--- config.mk ---
export PLATFORM = sky130hd
export DESIGN_NAME = regfile_wb_sequencer
export DESIGN_NICKNAME = d
export VERILOG_FILES = /design/src/rtl/regfile_wb_sequencer_pkg.sv /design/src/rtl/regfile_wb_sequencer_wb_fifo.sv /design/src/rtl/regfile_wb_sequencer.sv
export SDC_FILE = /design/constraint.sdc
export NUM_CORES = 1
export LEC_CHECK = 0
export CORE_MARGIN = 4
export CORE_UTILIZATION = 60
export CTS_CLUSTER_DIAMETER = 40
export DETAILED_ROUTE_END_ITERATION = 6
export DONT_BUFFER_PORTS = 1
export GPL_TIMING_DRIVEN = 0
export PLACE_DENSITY = 0.79
export SETUP_SLACK_MARGIN = 0.05
export SLEW_MARGIN = 20
export SYNTH_ARGS = -nofsm -noshare
export SYNTH_HDL_FRONTEND = slang
export SYNTH_SLANG_ARGS = --single-unit
--- constraint.sdc ---
create_clock -name Clk -period 5.8 [get_ports Clk]
set_input_delay 1.16 -clock Clk [delete_from_list [all_inputs] [get_ports Clk]]
set_output_delay 1.16 -clock Clk [all_outputs]
set_load 0.05 [all_outputs]
--- src/rtl/regfile_wb_sequencer_pkg.sv ---
// Shared widths, write-source encoding and the default-width writeback entry layout
// for the register-file write-side sequencer.
package regfile_wb_sequencer_pkg;

    localparam int WB_DATA_W = 32;
    localparam int WB_ADDR_W = 5;

    typedef struct packed {
        logic [WB_ADDR_W-1:0] rd;
        logic [WB_DATA_W-1:0] data;
    } wb_entry_t;

    typedef enum logic [1:0] {
        WB_SRC_NONE = 2'd0,
        WB_SRC_ALU  = 2'd1,
        WB_SRC_FIFO = 2'd2
    } wb_src_e;

endpackage

--- src/rtl/regfile_wb_sequencer_wb_fifo.sv ---
// Synchronous FIFO with same-cycle push+pop; head is read combinationally.
// Push is ignored when full and pop is ignored when empty.
module wb_fifo #(
    parameter int WIDTH = 37,
    parameter int DEPTH = 4
) (
    input  logic                     clk_i,
    input  logic                     rst_i,
    input  logic                     push_i,
    input  logic [WIDTH-1:0]         push_dat_i,
    input  logic                     pop_i,
    output logic [WIDTH-1:0]         head_dat_o,
    output logic                     full_o,
    output logic                     empty_o,
    output logic [$clog2(DEPTH):0]   count_o
);

    localparam int PTR_W = $clog2(DEPTH);
    localparam int CNT_W = PTR_W + 1;

    logic [WIDTH-1:0] mem_q [DEPTH];
    logic [PTR_W-1:0] rd_ptr_q, rd_ptr_d;
    logic [PTR_W-1:0] wr_ptr_q, wr_ptr_d;
    logic [CNT_W-1:0] count_q, count_d;
    logic             do_push, do_pop;

    assign full_o     = (count_q == CNT_W'(DEPTH));
    assign empty_o    = (count_q == '0);
    assign count_o    = count_q;
    assign head_dat_o = mem_q[rd_ptr_q];
    assign do_push    = push_i && !full_o;
    assign do_pop     = pop_i && !empty_o;

    // DEPTH is a power of two, so pointer overflow is the modulo wrap.
    always_comb begin
        rd_ptr_d = rd_ptr_q;
        wr_ptr_d = wr_ptr_q;
        count_d  = count_q;
        if (do_push) begin
            wr_ptr_d = wr_ptr_q + 1'b1;
        end
        if (do_pop) begin
            rd_ptr_d = rd_ptr_q + 1'b1;
        end
        case ({do_push, do_pop})
            2'b10:   count_d = count_q + 1'b1;
            2'b01:   count_d = count_q - 1'b1;
            default: count_d = count_q;
        endcase
    end

    always_ff @(posedge clk_i) begin
        if (rst_i) begin
            rd_ptr_q <= '0;
            wr_ptr_q <= '0;
            count_q  <= '0;
        end else begin
            rd_ptr_q <= rd_ptr_d;
            wr_ptr_q <= wr_ptr_d;
            count_q  <= count_d;
        end
    end

    always_ff @(posedge clk_i) begin
        if (do_push) begin
            mem_q[wr_ptr_q] <= push_dat_i;
        end
    end

endmodule

--- src/rtl/regfile_wb_sequencer.sv ---
// Merges ALU and long-latency results into one registered register-file write port
// (latency 1) and tracks per-register busy bits for decode hazard detection.
module regfile_wb_sequencer
    import regfile_wb_sequencer_pkg::*;
#(
    parameter int DATA_W = WB_DATA_W,
    parameter int ADDR_W = WB_ADDR_W,
    parameter int DEPTH  = 4
) (
    input  logic              Clk,
    input  logic              Reset,
    input  logic              Alu_valid,
    output logic              Alu_ready,
    input  logic [ADDR_W-1:0] Alu_rd,
    input  logic [DATA_W-1:0] Alu_data,
    input  logic              Ld_valid,
    output logic              Ld_ready,
    input  logic [ADDR_W-1:0] Ld_rd,
    input  logic [DATA_W-1:0] Ld_data,
    input  logic              Issue_valid,
    input  logic [ADDR_W-1:0] Issue_rd,
    input  logic [ADDR_W-1:0] Src_a,
    input  logic [ADDR_W-1:0] Src_b,
    output logic              Hazard,
    output logic              WE,
    output logic [ADDR_W-1:0] Rw,
    output logic [DATA_W-1:0] busW
);

    localparam int NREG  = 2 ** ADDR_W;
    localparam int CNT_W = $clog2(DEPTH) + 1;

    typedef struct packed {
        logic [ADDR_W-1:0] rd;
        logic [DATA_W-1:0] data;
    } entry_t;

    entry_t            push_ent, head_ent, sel_ent;
    logic              fifo_full, fifo_empty, fifo_push, fifo_pop, has_room;
    logic [CNT_W-1:0]  fifo_count;
    wb_src_e           src;

    logic [NREG-1:0]   busy_q, busy_d;
    logic              we_q, we_d;
    logic [ADDR_W-1:0] rw_q, rw_d;
    logic [DATA_W-1:0] busw_q, busw_d;

    assign has_room  = (fifo_count < CNT_W'(DEPTH));
    assign Ld_ready  = !Reset && has_room;
    assign Alu_ready = !Reset && has_room;
    assign fifo_push = Ld_valid && Ld_ready;
    assign fifo_pop  = (src == WB_SRC_FIFO);
    assign push_ent  = '{rd: Ld_rd, data: Ld_data};

    wb_fifo #(
        .WIDTH (ADDR_W + DATA_W),
        .DEPTH (DEPTH)
    ) u_fifo (
        .clk_i      (Clk),
        .rst_i      (Reset),
        .push_i     (fifo_push),
        .push_dat_i (push_ent),
        .pop_i      (fifo_pop),
        .head_dat_o (head_ent),
        .full_o     (fifo_full),
        .empty_o    (fifo_empty),
        .count_o    (fifo_count)
    );

    // A full FIFO must drain before the ALU may write, otherwise loads could starve.
    always_comb begin
        src     = WB_SRC_NONE;
        sel_ent = head_ent;
        if (fifo_full) begin
            src = WB_SRC_FIFO;
        end else if (Alu_valid) begin
            src     = WB_SRC_ALU;
            sel_ent = '{rd: Alu_rd, data: Alu_data};
        end else if (!fifo_empty) begin
            src = WB_SRC_FIFO;
        end
    end

    always_comb begin
        we_d   = 1'b0;
        rw_d   = rw_q;
        busw_d = busw_q;
        if (src != WB_SRC_NONE) begin
            we_d   = (sel_ent.rd != '0);
            rw_d   = sel_ent.rd;
            busw_d = sel_ent.data;
        end
    end

    // Clear applied before set so a re-issue retiring on the same edge stays busy.
    always_comb begin
        busy_d = busy_q;
        if (src == WB_SRC_FIFO) begin
            busy_d[head_ent.rd] = 1'b0;
        end
        if (Issue_valid) begin
            busy_d[Issue_rd] = 1'b1;
        end
        busy_d[0] = 1'b0;
    end

    always_ff @(posedge Clk) begin
        if (Reset) begin
            busy_q <= '0;
            we_q   <= 1'b0;
            rw_q   <= '0;
            busw_q <= '0;
        end else begin
            busy_q <= busy_d;
            we_q   <= we_d;
            rw_q   <= rw_d;
            busw_q <= busw_d;
        end
    end

    assign Hazard = busy_q[Src_a] | busy_q[Src_b];
    assign WE     = we_q;
    assign Rw     = rw_q;
    assign busW   = busw_q;

    // Re-issuing to a busy register is only legal when its old result retires this cycle.
    a_no_waw: assert property (@(posedge Clk) disable iff (Reset)
        (Issue_valid && Issue_rd != '0) |->
            (!busy_q[Issue_rd] || (src == WB_SRC_FIFO && head_ent.rd == Issue_rd)));

endmodule

==> results of run 1 <==
-- state kept, by name (all words and copies together) (netlist names), named ones only --
name / count
u_fifo.mem_q: 148
busW: 32
busy_q: 31
Rw: 5
u_fifo.count_o: 3
u_fifo.rd_ptr_q: 2
u_fifo.wr_ptr_q: 2
WE: 1
-- routing by layer --
layer	up-vias	share of wire	global-route usage
met3	71	0.088	0.0700
met5	-	0.00031	0
met1	3042	0.36	0.296
met4	2	0.031	0.0976
li1	2635	-	-
met2	334	0.52	0.451
-- worst max-delay path, stage by stage --
cell	delay (ps)
buf_2	240
mux4_2	550
a22oi_1	210
o211ai_1	120
or4_1	790
-- per-stage QoR --
stage / setup slack [ps] / area (µm²) / utilization
CTS: 1550 / 10400 / 0.683
global route: 1470 / 10400 / 0.683
detailed placement: 1550 / 9680 / 0.637
floorplan: 1710 / 9330 / -
global placement: 1600 / 9570 / 0.629
finish: 1560 / 10400 / 0.683
-- power by group through the flow --
stage	combinational (mW)	clock (mW)	sequential, mW
2_1_floorplan	0.745	0	2.21
3_3_place_gp	0.935	0	2.24
3_5_place_dp	0.984	0	2.25
4_1_cts	1.01	1.42	2.22
5_1_grt	1.10	1.49	2.23
6_report	1.02	1.41	2.22
-- cell usage after synthesis, drive strengths merged, types with 2 or more instances --
library cell,number
xor2,3
mux2,4
nand3,4
nand2,58
nor4,3
nor2b,34
or4,4
or4b,2
and2,2
edfxtp,148
mux2i,4
mux4,49
o22ai,7
and3,13
or3b,7
nor2,43
o21ai,64
nand4,3
buf,17
a22oi,3
or3,5
ha,5
inv,7
nor3,3
a311oi,23
clkbuf,25
nand4b,2
nand3b,6
nor3b,2
a222oi,7
dfxtp,78
xnor2,2
a21oi,9
and3b,3
a32oi,2
-- kinds of logic (layout without fill, tap and decap cells) --
kind of cell	Yosys count	after routing
fa+ha+maj	6	6
other cells	0	1
flops	226	226
compound gates	121	121
mux	57	57
simple gates	197	197
xor+xnor	5	5
buf+inv	49	94
-- worst paths after layout --
check	startpoint	to	slack, ps	depth (start not counted)
max reg2reg	u_fifo.count_o[1]$_SDFFE_PP0P_	u_fifo.count_o[2]$_SDFFE_PP0P_	2550	10
min	u_fifo.wr_ptr_q[1]$_SDFFE_PP0P_	u_fifo.wr_ptr_q[1]$_SDFFE_PP0P_	570	2
max	Src_b[0]	Hazard	1560	5
min reg2reg	u_fifo.wr_ptr_q[1]$_SDFFE_PP0P_	u_fifo.wr_ptr_q[1]$_SDFFE_PP0P_	570	2
-- layout make-up --
class                   instances  area share
flip-flops and latches        226       0.578
inverters                       7     0.00253
well taps                     188      0.0226
clock buffers                  27      0.0568
diodes                          1    0.000241
repair buffers                  4     0.00988
clock inverters                14      0.0114
plain buffers                  42      0.0178
multi-input cells             386       0.300
-- cell usage in the layout (no fill, tap or decap), types with 3 or more instances in the layout --
| cell type | instances |
|---|---|
| or3b_1 | 4 |
| a22oi_1 | 3 |
| nor2b_1 | 34 |
| or4_1 | 3 |
| a222oi_1 | 7 |
| buf_16 | 3 |
| nor3_1 | 3 |
| a21oi_1 | 9 |
| xor2_1 | 3 |
| ha_1 | 5 |
| inv_6 | 4 |
| buf_2 | 13 |
| nor4_1 | 3 |
| o21ai_1 | 32 |
| inv_1 | 7 |
| and3_1 | 9 |
| clkbuf_16 | 23 |
| edfxtp_1 | 148 |
| or3b_2 | 3 |
| nand2_1 | 58 |
| mux4_2 | 49 |
| clkinvlp_4 | 3 |
| o21ai_0 | 32 |
| and3_2 | 4 |
| nand4_1 | 3 |
| o22ai_1 | 7 |
| dfxtp_1 | 78 |
| a311oi_1 | 23 |
| mux2_2 | 4 |
| nor2_1 | 43 |
| clkbuf_1 | 29 |
| or3_1 | 5 |
| mux2i_1 | 4 |
| nand3_1 | 4 |
| nand3b_1 | 6 |
| clkinv_1 | 4 |
| and3b_1 | 3 |
==> impl_results.md, run 1 <==
- Synthesized area per cell: 14.1 µm²
- Worst Path Max Fanout: 9
- Layout area overhead: 11.3%
- Clk_skew: 12.5 ps
- Post-synth cell types: 51
- Post-Synth XOR/XNOR Area: 0.00469
- Placement Rows: 45
- Flop pwr share: 0.477
- Largest family of logic cells by synthesized area: multiplexers
- Drc violations: 15
- Clock Sink Count: 226
- Root cell of the clock tree: clkbuf_16
- Tcrit/Tclk final: 0.730
- Share of layout cells above drive strength 1: 0.160
- Final Setup Violations: 0
- Post-synthesis mux area share: 0.127
- Final TNS setup: 0 ps
- Maximum clock frequency: 236 MHz
- Remaining Overflow, GRT: 0
- Post-synth top area cell: edfxtp_1
- DRT antenna net count: 0
- Worst setup path category: input pin to output pin
- Drt wl/cell: 25.4 µm
- Clock share of power: 0.304
- Area of the multi-input gates: 3120 µm²
- Layout Cells excl Fill: 895
- Via count: 6084
- Asr flop ratio synth: 0
- Adder-Cell Fraction of Synth Area: 0.00885
- Total internal power: 3.06 mW
- # fillers: 984
- H-tree level count: 1
- Slew margin rel.: 0.218
- Violated checks: DRC
- Top-area cell type share of the netlist area: 0.476
- Comb pwr share: 0.219
- Area share of and/or/nand/nor cells after synthesis: 0.111
- CP Launch Type: input pin
- CTS resizes: 0
- Number of flops mapped to enable cells by yosys: 148
- # IOs: 135
- Clock-pin slew on the worst setup and hold paths: 60 ps
- Storage cell area: 6010 µm²
- Vias in the first global route: 6354
- Switch share: 0.342
- Syn_nets: 761
- Synth Cell Area: 9330 µm²
- CTS tree: done
- DP HPWL: 15.3 mm
- First-pass GRT wire length: 35.1 mm
- Slew Viols, Final: 0
- Status: finished, violations left
- MaxCap Viol Count: 0
- DR iter-0 viols: 705
- Initial Utilization: 0.614
- GP Congestion: 0.842
- Largest net degree at the start of global routing: 24
- Setup Buffers After CTS: 0
- Clk buf depth: 3
- DRT Pass-1 Iters: 7
- TritonCTS buffer count: 23
- Synth top area cells: edfxtp_1 (48%), dfxtp_1 (17%), mux4_2 (12%)
- Antenna violations before repair: 2
- Arrival @ worst endpoint: 3080 ps
- Via-to-Cell Ratio: 6.80
- NetSw: 1.59 mW
- RSZ-0062 raised after global routing: false
- Post-placement cell count: 853
- Yosys reg bits: 226
- Hold buffer count at cts: 0
- HP Class: flop to flop
- WL final: 22.7 mm
- Post-Syn Instances: 661
- CP endpoint kind: output pin
- Die width: 133 µm
- Cell leakage power: 3.45 nW
- Minimum clock period: 4240 ps
- Pwr dens: 447 nW/µm²
- Compound-gate portion of the synthesized area: 0.0823
- Die ar.: 17600 µm²
- Hold WS: 566 ps
- Max VDD drop: 0.332 mV
- Worst EP required: 4640 ps
- Sequential area share after synthesis: 0.643
- # nets final: 790
- Commonest register cell after synthesis: edfxtp_1
- Gr usage total: 0.255
- Pwr Total: 4.65 mW
- Fin. Hold Viols: 0
- # port buffers: 0
- Warnings, synthesis: 0
- Slew @ Worst Pin: 1160 ps
- Die H: 133 µm
- Core box area: 15200 µm²
- Clk Latency, worst-skew pair: 520 ps
(Power assumes the default switching activity.)
==> inputs of run 2 (changes only) <==
CORE_UTILIZATION = 57   (was 60)
PLACE_DENSITY = 0.78   (was 0.79)
clock period = 3.5 ns   (was 5.8 ns; I/O delays follow)
==> run 2 against run 1 <==
  * The flow now finishes without violations
  * Worst hold slack worse by 290 ps
  * Worst setup slack worse by 1400 ps
  * First-iteration DRC count down 16%
  * Largest power group unchanged
==> impl_results.md, run 2 (synthesized netlist as in run 1, its figures left out) <==
- Minimum clock period: 3350 ps
- Clock-pin slew on the worst setup and hold paths: 60 ps
- Worst setup path category: input pin to output pin
- Clock share of power: 0.319
- MaxCap Viol Count: 0
- Reg2Reg Depth: 10
- Hold Path Sink: u_fifo.mem_q[3][28]$_DFFE_PP_
- Reg-to-Reg End: u_fifo.count_o[2]$_SDFFE_PP0P_
- Cell leakage power: 3.49 nW
- Antenna violations before repair: 2
- Pwr dens: 747 nW/µm²
- Final TNS setup: 0 ps
- Total internal power: 5.24 mW
- Pwr Total: 7.84 mW
- Clk_skew: 6.94 ps
- Largest net degree at the start of global routing: 26
- Hold path start: Ld_data[28]
- Die width: 136 µm
- H-tree level count: 1
- # IOs: 135
- Slew @ Worst Pin: 1130 ps
- Final Setup Violations: 0
- Worst Path Max Fanout: 9
- Slew Viols, Final: 0
- Root cell of the clock tree: clkbuf_16
- Comb pwr share: 0.212
- Vias in the first global route: 6100
- Max reg flops: 148
- WL final: 22.0 mm
- DRT antenna net count: 0
- Maximum clock frequency: 298 MHz
- Critical R2R Launch: u_fifo.count_o[1]$_SDFFE_PP0P_
- Die ar.: 18500 µm²
- Status: complete, no violations
- Worst EP required: 2800 ps
- Slew margin rel.: 0.242
- HP Class: input pin to flop
- # port buffers: 0
- Commonest cells after routing, fill and taps aside: edfxtp_1 (148), dfxtp_1 (78), nand2_1 (58)
- DP HPWL: 15.1 mm
- Clk Latency, worst-skew pair: 510 ps
- Gr usage total: 0.240
- Layout Cells excl Fill: 927
- Top reg by flops: u_fifo.mem_q
- DR iter-0 viols: 595
- # nets final: 792
- Final instance area: 10500 µm²
- Most common cell after layout, fill and taps aside: edfxtp_1
- TritonCTS buffer count: 25
- Post-placement cell count: 881
- Final core utilization: 0.659
- CP Launch Type: input pin
- RSZ-0062 raised after global routing: false
- GP Congestion: 0.913
- Hold-critical path depth: 0
- Via-to-Cell Ratio: 6.37
- Clk buf depth: 3
- R2r setup slk: 380 ps
- Max VDD drop: 0.545 mV
- Drt wl/cell: 23.7 µm
- CP endpoint kind: output pin
- Placement Rows: 46
- CTS tree: done
- Core box area: 15900 µm²
- Placed cell area: 9700 µm²
- Initial Utilization: 0.585
- Remaining Overflow, GRT: 0
- Layout area overhead: 12.5%
- Switch share: 0.332
- Fin. Hold Viols: 0
- Clock Sink Count: 226
- First-pass GRT wire length: 34.0 mm
- NetSw: 2.60 mW
- Flop pwr share: 0.468
- Arrival @ worst endpoint: 2650 ps
- Share of layout cells above drive strength 1: 0.170
- # fillers: 1093
- Via count: 5908
- Drc violations: 0
- Tcrit/Tclk final: 0.957
- DRT Pass-1 Iters: 6
- Die H: 136 µm
-- run 2: timing repair --
action,4_1_cts,5_1_grt
resized for setup,0,2
endpoints found under the setup margin,0,1
hold buffers,0,0
setup buffers,0,0
-- run 2: power by group through the flow --
stage	Sequential (mW)	Combinational, mW	Clock (mW)
final	3.67	1.67	2.50
after detailed placement	3.73	1.62	0
after CTS	3.67	1.65	2.52
after global placement	3.72	1.56	0
after floorplan	3.67	1.23	0
after global routing	3.69	1.82	2.65
-- run 2: through the flow --
step	worst slack, ps	hold slack, ps
after floorplan	329	485
after global placement	-225	506
after detailed placement	162	515
after CTS	162	270
after global routing	80.5	266
final	149	280
-- run 2: layer usage --
metal	vias up	global-route usage	part of all wire
met4	2	0.0924	0.031
met5	-	0	0.00032
li1	2641	-	-
met3	55	0.0688	0.099
met1	2905	0.298	0.36
met2	305	0.400	0.51
-- run 2: how the worst max path moves through the flow --
stage,from,end,slack (ps),cells after the start
2_1_floorplan,Src_a[0],Hazard,330,5
3_3_place_gp,Reset,u_fifo.mem_q[3][11]$_DFFE_PP_,-220,2
3_5_place_dp,Src_a[0],Hazard,160,5
4_1_cts,Src_a[0],Hazard,160,5
5_1_grt,Src_b[0],Hazard,80,5
6_report,Src_a[0],Hazard,150,5
-- run 2: cell type report --
class | instances | area, µm² | share of cell area
Sequential cell | 226 | 6010 | 0.572
Clock inverter | 19 | 169 | 0.0161
Inverter | 7 | 26.3 | 0.00250
Tap cell | 216 | 270 | 0.0257
Timing Repair Buffer | 4 | 87.6 | 0.00834
Antenna cell | 1 | 2.50 | 0.000238
Buffer | 42 | 186 | 0.0177
Multi-Input combinational cell | 386 | 3130 | 0.298
Clock buffer | 26 | 629 | 0.0599
-- run 2: critical path: stages --
cell      delay, ps
buf_2           250
mux4_2          560
a22oi_1         230
o211ai_1        120
or4_1           800
==> RTL change 1, RTL diff (config.mk and constraints of run 1) <==
Take the reset off `rw_q` and load it in a clocked block of its own.
--- a/src/rtl/regfile_wb_sequencer.sv
+++ b/src/rtl/regfile_wb_sequencer.sv
@@ -109,12 +109,14 @@
             busy_q <= '0;
             we_q   <= 1'b0;
-            rw_q   <= '0;
             busw_q <= '0;
         end else begin
             busy_q <= busy_d;
             we_q   <= we_d;
-            rw_q   <= rw_d;
             busw_q <= busw_d;
         end
+    end
+
+    always_ff @(posedge Clk) begin
+        rw_q <= rw_d;
     end
 
Function: changed (Yosys sat finds a counterexample within 4 cycles, from zero or initial values and one cycle with Reset high).
==> RTL change 1 against run 1 <==
- first-iteration DRC count decreased by 18%
- area after synthesis is 0.71% lower
- worst setup slack worse by 0.15 ns
- power is 9.6% higher
- clock skew rose by 0.014 ns
- sequential cell count is the same
- design area grew 2.0%
- wire length shrank 1.9%
==> RTL change 1: results (changes against run 1) <==
[metrics] Final GP Congestion: 0.889 (was 0.842)
[metrics] via count: 5788 (was 6084)
[metrics] total power after layout: 5.10 mW (was 4.65 mW)
[metrics] synthesized instance count: 638 (was 661)
[metrics] wire length of the first global-routing pass: 34600 um (was 35100 um)
[metrics] non-clock buffer count in the final layout: 40 (was 46)
[metrics] Final nets: 772 (was 790)
[metrics] global-route track usage on met2: 43.3% (was 45.1%)
[metrics] multi-input combinational gate total: 359 (was 386)
[metrics] status: finished clean (was finished with violations)
[metrics] largest vdd supply drop: 0.361 mV (was 0.332 mV)
[metrics] final worst hold slack: 0.505 ns (was 0.566 ns)
[metrics] static power due to leakage: 3.49 nW (was 3.45 nW)
[metrics] beginning of the worst hold path: busy_q[19] (was u_fifo.wr_ptr_q[1])
[metrics] final worst path period share: 75.5% (was 73.0%)
[metrics] Worst Reg-to-Reg Cells: 9 (was 10)
[metrics] Clock Skew: 0.0261 ns (was 0.0125 ns)
[metrics] internal power: 3.44 mW (was 3.06 mW)
[metrics] kind of cell with the highest combined delay on the critical path: multiplexers (was simple AND/OR/NAND/NOR gates)
[metrics] number of nets in the synthesized netlist: 738 (was 761)
[metrics] count of fill cells added during filler insertion: 943 (was 984)
[metrics] parity-gate share of the synthesized area counting xor and xnor cells: 0.473% (was 0.469%)
[metrics] WHS Endpoint: busy_q[19] (was u_fifo.wr_ptr_q[1])
[metrics] proportion of final cell area spent on non-clock buffers: 2.20% (was 2.77%)
[metrics] Tot GR Track Use: 25.3% (was 25.5%)
## RTL change 1: cell types whose count changed after synthesis, sizes merged, moves of 8 or more
cell,before,now
inv,7,17
o32ai,0,8
o21bai,0,8
o21ai,64,44
a21oi,9,21
and3,13,4
## RTL change 1: how the worst max path moves through the flow
stage | start | to
final | Src_b[2] | Hazard
after global routing | Src_b[2] | Hazard
after CTS | Src_b[2] | Hazard
after detailed placement | Src_b[2] | Hazard
after global placement | Src_b[2] | Hazard
after floorplan | Src_b[2] | Hazard
## RTL change 1: worst register-to-register path, cell delays in order (launching register included)
cell and delay, ns:
dfxtp_1 0.50, nor3_1 0.13, nor2_1 0.52, clkbuf_1 0.55
ha_1 0.33, inv_1 0.10, fa_1 0.42, xor2_1 0.17
or3_1 0.32, a21oi_1 0.21
==> RTL change 2, RTL diff (config.mk and constraints of run 1) <==
Without the edit above. Set the package constant `WB_DATA_W` to 64 (it was 32).
--- a/src/rtl/regfile_wb_sequencer_pkg.sv
+++ b/src/rtl/regfile_wb_sequencer_pkg.sv
@@ -3,5 +3,5 @@
 package regfile_wb_sequencer_pkg;
 
-    localparam int WB_DATA_W = 32;
+    localparam int WB_DATA_W = 64;
     localparam int WB_ADDR_W = 5;
 
Interface: changed (resized Alu_data, Ld_data and busW); port bits go from 135 to 231. The function was not compared with the original's and may differ.
==> RTL change 2 against run 1 <==
- worst setup slack worse by 0.10 ns
- largest power group unchanged
- critical path type unchanged
- register-to-register slack worse by 0.26 ns
- maximum frequency down 2.4%
- power up 76%
- wire length up 56%
- count of clock-buffer cells in the layout up 33
- design area up 66%
- area after synthesis up 64%
- first-iteration DRC count up 33%
- sequential share of layout area up 2.9 points
- via count up 46%
- sequential cell count up 160
- critical path depth unchanged
- highest routed layer is now met4
==> RTL change 2: results (changes against run 1) <==
[metrics] status: finished clean (was finished with violations)
[metrics] Clock Skew: 0.0206 ns (was 0.0125 ns)
[metrics] beginning of the worst hold path: u_fifo.rd_ptr_q[1] (was u_fifo.wr_ptr_q[1])
[metrics] total number of yosys warnings: 0 (unchanged)
[metrics] total iterations of the first detailed-routing run: 5 (was 7)
[metrics] global-route track usage on met2: 41.5% (was 45.1%)
[metrics] placed insts: 1283 (was 853)
[metrics] number of nets in the synthesized netlist: 1113 (was 761)
[metrics] count of fill cells added during filler insertion: 1655 (was 984)
[metrics] Comb. pwr: 1.66 mW (was 1.02 mW)
[metrics] CTS H-tree depth: 2 (was 1)
[metrics] via count: 8864 (was 6084)
[metrics] adder and majority gate portion of the synthesized area: 0.540% (was 0.885%)
[metrics] max reg flops: 276 (was 148)
[metrics] placed wire-length estimate: 23200 um (was 15300 um)
[metrics] Final nets: 1164 (was 790)
[metrics] dpl ws: 1.48 ns (was 1.55 ns)
[metrics] wire length of the first global-routing pass: 53800 um (was 35100 um)
[metrics] Slew HR: 44.7% (was 21.8%)
[metrics] fraction of final layout cells sized beyond drive strength 1: 17.9% (was 16.0%)
[metrics] slack of the worst reg-to-reg path: 2.29 ns (was 2.55 ns)
[metrics] synthesized instance count: 949 (was 661)
[metrics] sequential cell power: 3.85 mW (was 2.22 mW)
[metrics] via count of the first global-routing pass: 9177 (was 6354)
[metrics] clock latency on the worst-skew pair: 0.54 ns (was 0.52 ns)
[metrics] Sw Ratio: 32.9% (was 34.2%)
[metrics] post-route met1 wirelength: 13300 um (was 8150 um)
[metrics] highest routed metal layer: met4 (was met5)
[metrics] Tot GR Track Use: 24.8% (was 25.5%)
[metrics] met3 Resource Use GR: 6.61% (was 7.00%)
[metrics] fraction of the mapped netlist area in compound gates: 6.74% (was 8.23%)
[metrics] Via density: 6.48 (was 6.80)
[metrics] portion of synthesized cell area occupied by the leading cell type: 54.2% (was 47.6%)
[metrics] GR Layer Usage met1: 31.6% (was 29.6%)
[metrics] arrival time reported for the critical path endpoint: 3.18 ns (was 3.08 ns)
[metrics] Worst Reg-to-Reg Cells: 11 (was 10)
RTL change 2: cell count changes after synthesis, moves of 27 or more:
cell	change
a211oi_1	+42
mux4_2	+32
mux2i_1	+42
nand2_1	-39
dfxtp_1	+32
nor2_1	+27
edfxtp_1	+128
RTL change 2: how the worst max path moves through the flow:
stage / start / end
final: Src_b[2] / Hazard
after floorplan: Reset / u_fifo.mem_q[0][0]
after CTS: Src_b[2] / Hazard
after detailed placement: Src_b[2] / Hazard
after global placement: Reset / u_fifo.mem_q[2][25]
after global routing: Src_b[2] / Hazard
RTL change 2: final cells by class:
class | count | area (um2) | share of cell area (%)
Inverter | 7 | 26.3 | 0.152
Tap cell | 330 | 413 | 2.39
Buffer | 64 | 275 | 1.59
Clock buffer | 60 | 1250 | 7.26
Multi-Input combinational cell | 492 | 4530 | 26.2
Sequential cell | 386 | 10500 | 60.7
Timing Repair Buffer | 4 | 103 | 0.594
Antenna cell | 2 | 5.00 | 0.0290
Clock inverter | 23 | 183 | 1.06
